`src/rtl/i2c_pkg.sv`:
```
// Shared I2C target definitions: FSM states, bus-level constants and the default address.
// Pure declarations; no logic and no timing.
package i2c_pkg;

    typedef enum logic [3:0] {
        ST_IDLE,
        ST_ADDR,
        ST_ADDR_ACK,
        ST_PTR,
        ST_PTR_ACK,
        ST_WDATA,
        ST_WDATA_ACK,
        ST_RDATA,
        ST_RDATA_ACK,
        ST_IGNORE
    } i2c_state_t;

    localparam logic BIT_ACK  = 1'b0;
    localparam logic BIT_NACK = 1'b1;

    localparam logic RW_WRITE = 1'b0;
    localparam logic RW_READ  = 1'b1;

    localparam logic [6:0] DEF_I2C_ADDR = 7'h64;

endpackage

```
`src/rtl/i2c_line_filter.sv`:
```
// Pad synchroniser plus FILT_LEN-sample majority filter with registered level and edge strobes.
// Latency about 2+FILT_LEN clk from pad to filt; no backpressure, samples every clk.
module i2c_line_filter #(
    parameter int FILT_LEN = 3
) (
    input  logic clk,
    input  logic rst_n,
    input  logic line,
    output logic filt,
    output logic rise,
    output logic fall
);

    logic [1:0]          sync;
    logic [FILT_LEN-1:0] win;
    logic                prev;
    logic [3:0]          ones;
    logic                vote;

    always_comb begin
        ones = 4'd0;
        for (int i = 0; i < FILT_LEN; i++) begin
            ones = ones + 4'(win[i]);
        end
        vote = (ones > 4'(FILT_LEN / 2));
    end

    // Idle bus level is high, so everything presets to 1 to avoid a fake edge out of reset.
    always_ff @(posedge clk or negedge rst_n) begin
        if (!rst_n) begin
            sync <= 2'b11;
            win  <= '1;
            filt <= 1'b1;
            prev <= 1'b1;
        end else begin
            sync   <= {sync[0], line};
            win[0] <= sync[1];
            for (int i = 1; i < FILT_LEN; i++) begin
                win[i] <= win[i-1];
            end
            filt <= vote;
            prev <= filt;
        end
    end

    assign rise = filt & ~prev;
    assign fall = ~filt & prev;

endmodule

```
`src/rtl/i2c_reg_target.sv`:
```
// I2C register target: NUM_REGS byte registers, auto-incrementing pointer, one-cycle write strobe.
// Bus latency 2+FILT_LEN clk; SCL-low timeout release only when I2C_TIMEOUT_EN is defined.
module i2c_reg_target
    import i2c_pkg::*;
#(
    parameter logic [6:0]  I2C_ADDR    = DEF_I2C_ADDR,
    parameter int          NUM_REGS    = 4,
    parameter int          FILT_LEN    = 3,
    parameter logic [15:0] TIMEOUT_CYC = 16'd50000
) (
    input  logic                        clk,
    input  logic                        rst_n,
    input  logic                        scl_in,
    input  logic                        sda_in,
    output logic                        sda_oe,
    input  logic [NUM_REGS*8-1:0]       rd_regs,
    output logic                        wr_en,
    output logic [$clog2(NUM_REGS)-1:0] wr_addr,
    output logic [7:0]                  wr_data,
    output logic                        busy,
    output logic                        timeout
);

    localparam int         PW    = $clog2(NUM_REGS);
    localparam logic [7:0] NREG8 = 8'(NUM_REGS);

    logic scl_f, scl_rise, scl_fall;
    logic sda_f, sda_rise, sda_fall;

    i2c_line_filter #(.FILT_LEN(FILT_LEN)) u_scl_filt (
        .clk   (clk),
        .rst_n (rst_n),
        .line  (scl_in),
        .filt  (scl_f),
        .rise  (scl_rise),
        .fall  (scl_fall)
    );

    i2c_line_filter #(.FILT_LEN(FILT_LEN)) u_sda_filt (
        .clk   (clk),
        .rst_n (rst_n),
        .line  (sda_in),
        .filt  (sda_f),
        .rise  (sda_rise),
        .fall  (sda_fall)
    );

    i2c_state_t    state, state_n;
    logic [2:0]    cnt, cnt_n;
    logic [7:0]    shreg, shreg_n;
    logic [7:0]    tx, tx_n;
    logic [PW-1:0] ptr, ptr_n, ptr_inc, rd_sel;
    logic          rw, rw_n;
    logic          mack, mack_n;
    logic          oe_n, busy_n, wr_en_n, timeout_n;
    logic [PW-1:0] wr_addr_n;
    logic [7:0]    wr_data_n;
    logic [7:0]    byte_in, rd_byte;
    logic          start_c, stop_c, to_hit;

    assign start_c = sda_fall & scl_f;
    assign stop_c  = sda_rise & scl_f;
    assign byte_in = {shreg[6:0], sda_f};
    assign ptr_inc = (ptr == PW'(NUM_REGS - 1)) ? '0 : ptr + 1'b1;
    // Next read byte comes from the incremented pointer when a controller ACK continues the burst.
    assign rd_sel  = (state == ST_RDATA_ACK) ? ptr_inc : ptr;
    assign rd_byte = rd_regs[{rd_sel, 3'b000} +: 8];

`ifdef I2C_TIMEOUT_EN
    logic [15:0] to_cnt;

    always_ff @(posedge clk or negedge rst_n) begin
        if (!rst_n) begin
            to_cnt <= 16'd0;
        end else if (!busy || scl_f) begin
            to_cnt <= 16'd0;
        end else if (to_cnt != 16'hFFFF) begin
            to_cnt <= to_cnt + 16'd1;
        end
    end

    assign to_hit = busy & ~scl_f & (to_cnt >= TIMEOUT_CYC);
`else
    // Feature compiled out; the parameter stays for a uniform instantiation interface.
    assign to_hit = 1'b0 & (TIMEOUT_CYC != 16'd0);
`endif

    always_comb begin
        state_n   = state;
        cnt_n     = cnt;
        shreg_n   = shreg;
        tx_n      = tx;
        ptr_n     = ptr;
        rw_n      = rw;
        mack_n    = mack;
        oe_n      = sda_oe;
        busy_n    = busy;
        wr_en_n   = 1'b0;
        wr_addr_n = wr_addr;
        wr_data_n = wr_data;
        timeout_n = 1'b0;

        if (to_hit) begin
            state_n   = ST_IDLE;
            oe_n      = 1'b0;
            busy_n    = 1'b0;
            timeout_n = 1'b1;
        end else if (stop_c) begin
            state_n = ST_IDLE;
            oe_n    = 1'b0;
            busy_n  = 1'b0;
        end else if (start_c) begin
            state_n = ST_ADDR;
            cnt_n   = 3'd0;
            oe_n    = 1'b0;
        end else if (scl_rise) begin
            shreg_n = byte_in;
            cnt_n   = cnt + 3'd1;
            case (state)
                ST_ADDR: if (cnt == 3'd7) begin
                    cnt_n = 3'd0;
                    if (byte_in[7:1] == I2C_ADDR) begin
                        state_n = ST_ADDR_ACK;
                        busy_n  = 1'b1;
                        rw_n    = byte_in[0];
                    end else begin
                        state_n = ST_IGNORE;
                    end
                end
                ST_PTR: if (cnt == 3'd7) begin
                    cnt_n = 3'd0;
                    if (byte_in < NREG8) begin
                        ptr_n   = byte_in[PW-1:0];
                        state_n = ST_PTR_ACK;
                    end else begin
                        oe_n    = ~BIT_NACK;
                        state_n = ST_IGNORE;
                    end
                end
                ST_WDATA: if (cnt == 3'd7) begin
                    cnt_n     = 3'd0;
                    wr_en_n   = 1'b1;
                    wr_addr_n = ptr;
                    wr_data_n = byte_in;
                    state_n   = ST_WDATA_ACK;
                end
                ST_RDATA: if (cnt == 3'd7) begin
                    cnt_n   = 3'd0;
                    state_n = ST_RDATA_ACK;
                end
                ST_ADDR_ACK, ST_PTR_ACK, ST_WDATA_ACK: cnt_n = 3'd1;
                ST_RDATA_ACK: begin
                    cnt_n  = 3'd1;
                    mack_n = sda_f;
                end
                default: cnt_n = cnt;
            endcase
        end else if (scl_fall) begin
            // ACK states: cnt==0 means the ninth clock is starting, cnt==1 means it just ended.
            case (state)
                ST_ADDR_ACK, ST_PTR_ACK, ST_WDATA_ACK: begin
                    if (cnt == 3'd0) begin
                        oe_n = ~BIT_ACK;
                    end else begin
                        oe_n  = 1'b0;
                        cnt_n = 3'd0;
                        if (state == ST_ADDR_ACK && rw == RW_READ) begin
                            tx_n    = rd_byte;
                            oe_n    = ~rd_byte[7];
                            state_n = ST_RDATA;
                        end else if (state == ST_ADDR_ACK) begin
                            state_n = ST_PTR;
                        end else begin
                            if (state == ST_WDATA_ACK) begin
                                ptr_n = ptr_inc;
                            end
                            state_n = ST_WDATA;
                        end
                    end
                end
                ST_RDATA: oe_n = ~tx[3'd7 - cnt];
                ST_RDATA_ACK: begin
                    if (cnt == 3'd0) begin
                        oe_n = 1'b0;
                    end else if (mack == BIT_ACK) begin
                        ptr_n   = ptr_inc;
                        tx_n    = rd_byte;
                        oe_n    = ~rd_byte[7];
                        cnt_n   = 3'd0;
                        state_n = ST_RDATA;
                    end else begin
                        state_n = ST_IGNORE;
                    end
                end
                default: oe_n = sda_oe;
            endcase
        end
    end

    always_ff @(posedge clk or negedge rst_n) begin
        if (!rst_n) begin
            state   <= ST_IDLE;
            cnt     <= 3'd0;
            shreg   <= 8'd0;
            tx      <= 8'd0;
            ptr     <= '0;
            rw      <= RW_WRITE;
            mack    <= BIT_NACK;
            sda_oe  <= 1'b0;
            busy    <= 1'b0;
            wr_en   <= 1'b0;
            wr_addr <= '0;
            wr_data <= 8'd0;
            timeout <= 1'b0;
        end else begin
            state   <= state_n;
            cnt     <= cnt_n;
            shreg   <= shreg_n;
            tx      <= tx_n;
            ptr     <= ptr_n;
            rw      <= rw_n;
            mack    <= mack_n;
            sda_oe  <= oe_n;
            busy    <= busy_n;
            wr_en   <= wr_en_n;
            wr_addr <= wr_addr_n;
            wr_data <= wr_data_n;
            timeout <= timeout_n;
        end
    end

endmodule

```
`config.mk`:
```
export PLATFORM = sky130hd
export DESIGN_NAME = i2c_reg_target
export DESIGN_NICKNAME = d
export VERILOG_FILES = /design/src/rtl/i2c_pkg.sv /design/src/rtl/i2c_line_filter.sv /design/src/rtl/i2c_reg_target.sv
export SDC_FILE = /design/constraint.sdc
export NUM_CORES = 1
export LEC_CHECK = 0
export ABC_AREA = 1
export CORE_UTILIZATION = 32
export CTS_BUF_LIST = sky130_fd_sc_hd__clkbuf_16
export DETAILED_ROUTE_END_ITERATION = 7
export GPL_ROUTABILITY_DRIVEN = 0
export PLACE_DENSITY = 0.58
export RECOVER_POWER = 50
export REMOVE_ABC_BUFFERS = 1
export SLEW_MARGIN = 5
export SYNTH_ARGS = -nofsm -noshare
export SYNTH_HDL_FRONTEND = slang
export SYNTH_HIERARCHICAL = 1
export SYNTH_SLANG_ARGS = --single-unit
export TNS_END_PERCENT = 50
```
`constraint.sdc`:
```
create_clock -name clk -period 2.49 [get_ports clk]
set_input_delay 0.249 -clock clk [delete_from_list [all_inputs] [get_ports clk]]
set_output_delay 0.249 -clock clk [all_outputs]
set_load 0.02 [all_outputs]
```
Word-level counts from Yosys, hierarchy flattened
Cells that the tools add are included. Widths: inputs -> output; s select.

Output and inout port bits: 14. Logic and storage cells: 184. Register bits: 53.

Magnitude comparators: 4. Add/subtract/negate cells: 7. Reductions and logical operators: 27. Muxes and demuxes: 70. Equality and inequality tests: 40. Bitwise logic cells: 15. Shift-type cells: 1.

Operator list (number): $mux 4 (13); $mux 8 (4); $shiftx 32x6->8 (1); $ne 5x5->1 const B (6); $mux 3 (9); $mux 2 (13); $mux 1 (23); $ne 3x3->1 const B (6); $reduce_and 9->1 (2); $eq 4x3->1 const B (4); $ne 4x4->1 const B (4); $pmux 4 s4 (1); $pmux 8 s2 (1); $reduce_and 13->1 (1); $pmux 3 s2 (2); $reduce_and 6->1 (2); $reduce_bool 2->1 (6); $reduce_and 5->1 (2); $not 1->1 (9); $add 4x1->4 (2); $eq 4x2->1 const B (2); $gt 4x1->1 const B (2); $lt 8x3->1 const B (1); $ne 2x1->1 const B (4); other kinds (31) (44).

Longest topological paths before layout
Depth after elaboration: 12. Depth in mapped cells: 12. Depth with buffers taken out: 12.

Hierarchy
Netlist, hierarchy kept.

By module, submodules not included: i2c_reg_target (area each 2514.9 um^2, instances 1, sequential area each 977.2 um^2, cells each 353); i2c_line_filter (area each 222.7 um^2, instances 2, sequential area each 183.9 um^2, cells each 15).

Worst setup path after synthesis
Ideal clock, no wire load.

Path type: register -> register. Start point: register u_scl_filt.filt. End point: register state[1]. Cell stages (with the launch flop): 13. Path slack: 0.704 ns. Path buffers: 1. Required time: 2.372 ns. Arrival time: 1.669 ns. Path through: dfstp_2 -> inv_1 -> nor2_1 -> buf_2 -> inv_1 -> nor2_1 -> inv_1 -> nor3_1 -> a21oi_1 -> nand3_2 -> inv_2 -> nand3b_1 -> nand2_1.

Word-level cells in the longest chain between the ends: 4. Elaborated cells between the ends (all ways): 18. Classes of those cells: eq/ne: 7; mux: 3; bitwise: 5; reduce/logical: 3.

Ends and longest elaborated chain: start: declaration (RTL line i2c_line_filter.sv:9) `output logic filt,`; start signal: assignment (RTL line i2c_line_filter.sv:41) `filt <= vote;`; $and 1x1->1 (*) (RTL line i2c_line_filter.sv:46) `assign rise = filt & ~prev;`; named net scl_rise (RTL line i2c_reg_target.sv:27) `logic scl_f, scl_rise, scl_fall;`; parallel branches: the longest is 3 deep, another holds $reduce_and 9->1; end signal: assignment (RTL line i2c_reg_target.sv:216) `state <= state_n;`; end: declaration (RTL line i2c_reg_target.sv:48) `i2c_state_t state, state_n;`.

Mark *: on every way through the listed nets, which the timed path passes. A chain may end at the register's enable or synchronous reset.

Worst setup path in the final report
Same ends and word-level chain as after synthesis.

==> results.json <==
{
  "root_buffer": "clkbuf_16",
  "outcome": "completed",
  "grt_pass1_wl_um": 12400,
  "dr_wl_met2_um": 3210,
  "gr-total-overflow": 0,
  "first_pass_iters": 7,
  "synth_edf_count": 0,
  "power_mw": 3.31,
  "drtAntennaViolNets": 0,
  "wl_met1_um": 3490,
  "fin_skew_ns": 0.00728,
  "crit_start": "u_scl_filt/filt",
  "r2r-start": "u_scl_filt/filt",
  "post_synth_num_cell_types": 31,
  "top_layer": "met4",
  "synthSimpleGateAreaFrac_pct": 32.9,
  "rows": 34,
  "antenna_found_initial": 0,
  "place_hpwl_um": 5420,
  "fillCellCount": 941,
  "synth_compound_area_share_pct": 10.4,
  "synth-xor-area-share_pct": 0,
  "ys_top_cells_by_count": "nand2_1, nand3_1, inv_1, o21ai_0, dfrtp_1",
  "fin_setup_tns_ns": 0,
  "muxShareOfSynthArea_pct": 0,
  "leakagePower_nw": 1.69,
  "synth_fa_ha_area_share_pct": 2.54,
  "hold_violations": 0,
  "slew_viol_final": 0,
  "syn_area_um2": 2960,
  "cts_setup_buffers": 0,
  "first_global_vias": 2546,
  "drt_iter0_drc": 195,
  "die_x_um": 98.2,
  "htreeDepth": 2,
  "vdd_drop_max_uv": 360,
  "clkSlewWorstSetupHoldPaths_ns": 0.07,
  "drc": 0,
  "grt_util_all_layers_pct": 16.0,
  "synthTopCellsByArea": "dfrtp_1, nand2_1, dfstp_2",
  "synthCells": 383,
  "min-delay-start": "u_sda_filt/sync[0]",
  "cts_tree": "built",
  "cts_buffers": 5,
  "min_path_type": "reg2reg",
  "maxSlewHeadroom_pct": 2.81,
  "cp-end-kind": "flop",
  "design_area_um2": 3680,
  "avgSynthCellArea_um2": 7.73,
  "drt_wl_total_um": 7160,
  "vias": 2677,
  "yosysTopAreaCell": "dfrtp_1",
  "setup_viol": 0,
  "die_y_um": 98.2,
  "crit_fanout": 11,
  "fin_crit_ns": 2.09,
  "synth_top_family_by_area": "simple AND/OR/NAND/NOR gates",
  "rsz0062_at_grt": "false",
  "cp.arrival_ns": 2.27,
  "nets": 475,
  "cts_resized": 0,
  "period_share_pct": 83.7,
  "fmax_mhz": 480,
  "portBuffers": 48,
  "cts_buffer_depth": 2,
  "grt_max_degree": 28,
  "tightest_slew_ns": 1.46,
  "ys_warn_count": 6,
  "rrSetupSlack_ns": 0.40,
  "area_delta_synth_final_pct": 24.2,
  "vias_per_cell": 4.94,
  "clk-insertion-delay-late_ns": 0.29,
  "core_um2": 8850,
  "async_reset_ff_share_pct": 100,
  "crit_required_ns": 2.67,
  "synthFlopType": "dfrtp_1",
  "max_cap_viol_count": 0,
  "yosys.cell_count.top_type": "nand2_1",
  "fp.dieArea_um2": 9640,
  "synth_top_area_share_pct": 32.1,
  "crit_type": "reg2reg",
  "ys_seq_area_share_pct": 45.4,
  "power_density_nw_per_um2": 901,
  "cts_sinks": 53,
  "drive_gt1_share_pct": 10.6,
  "routed-wl-met3_um": 371,
  "antenna_cells": 0,
  "start_util_pct": 33.5,
  "boundaryPins": 50,
  "synth-seq-cells": 53,
  "routedWlPerCell_um": 13.2,
  "place_area_um2": 3530,
  "cp-start-kind": "flop"
}
-- final cells by class --
type | instances | area, µm² | share of cell area [%]
Clock buffer | 5 | 125 | 3.40
Clock inverter | 3 | 17.5 | 0.476
Inverter | 47 | 176 | 4.80
Multi-Input combinational cell | 272 | 1360 | 37.0
Sequential cell | 53 | 1350 | 36.6
Tap cell | 108 | 135 | 3.67
Timing Repair Buffer | 54 | 517 | 14.1
-- what timing repair did --
item | CTS | global route
endpoints found under the setup margin | 0 | 0
hold buffers | 1 | 0
endpoints found under the hold margin | 12 | 0
-- power breakdown --
group	internal, mW	total (mW)	switching [mW]
Sequential	1.07	1.26	0.194
Clock	0.370	0.688	0.317
Combinational	0.469	1.36	0.891
-- flip-flops by register name, indices dropped and copies added (netlist names), 2 cells and up --
signal	cells
cnt	3
ptr	2
shreg	7
state	4
tx	8
u_scl_filt/sync	2
u_scl_filt/win	3
u_sda_filt/sync	2
u_sda_filt/win	3
wr_addr	2
wr_data	8
-- path summary, 6_finish.rpt --
| kind | endpoint | depth (start not counted) |
|---|---|---|
| setup / recovery | state[1] | 12 |
| hold / removal | u_sda_filt/sync[1] | 0 |
| setup reg to reg | state[1] | 12 |
| hold reg to reg | u_sda_filt/sync[1] | 0 |
| max in group asynchronous | u_sda_filt/prev | 3 |
| min in group asynchronous | ptr[1] | 2 |
-- logic make-up after synthesis --
group,Yosys count
adder cells (fa/ha/maj),6
AND/OR/NAND/NOR,207
AO/OA/AOI/OAI,58
flip-flops,53
other,1
buffers and inverters,58
-- through the flow --
stage	hold WS, ns	cells	setup slack (ns)	utilization (%)
3_5_place_dp	0.301	533	0.511	39.9
6_report	0.358	542	0.405	41.6
2_1_floorplan	-0.0466	372	0.151	-
3_3_place_gp	0.297	533	0.525	39.9
4_1_cts	0.358	542	0.462	41.6
5_1_grt	0.360	542	0.177	41.6
-- critical path, cell delays in order (launching register included) --
cell,delay [ns]
dfstp_1,0.61
inv_1,0.07
nor2_1,0.10
buf_4,0.19
inv_1,0.16
nor2_1,0.21
inv_1,0.08
nor3_1,0.13
a21oi_1,0.07
nand3_2,0.16
inv_2,0.06
nand3b_1,0.08
nand2_1,0.05
-- cells in the final DEF (no fill, tap or decap), drive strengths merged --
cell type and instances:
nand2 115, buf 3, nor2 23, dlygate4sd3 3
nand3b 2, o22ai 2, o21bai 1, dfrtp 38
clkinvlp 1, and3 1, a21oi 9, ha 6
nand3 50, conb 1, dfstp 15, nand4 9
o21a 1, nor3 7, clkdlybuf4s50 45, clkbuf 8
o21ai 45, inv 49
-- routing by layer --
layer / track usage [%] / up-vias
met5: 0 / -
met2: 23.6 / 81
met3: 2.72 / 7
li1: - / 1349
met1: 23.9 / 1240
met4: 4.48 / 0
(Power assumes the default switching activity.)
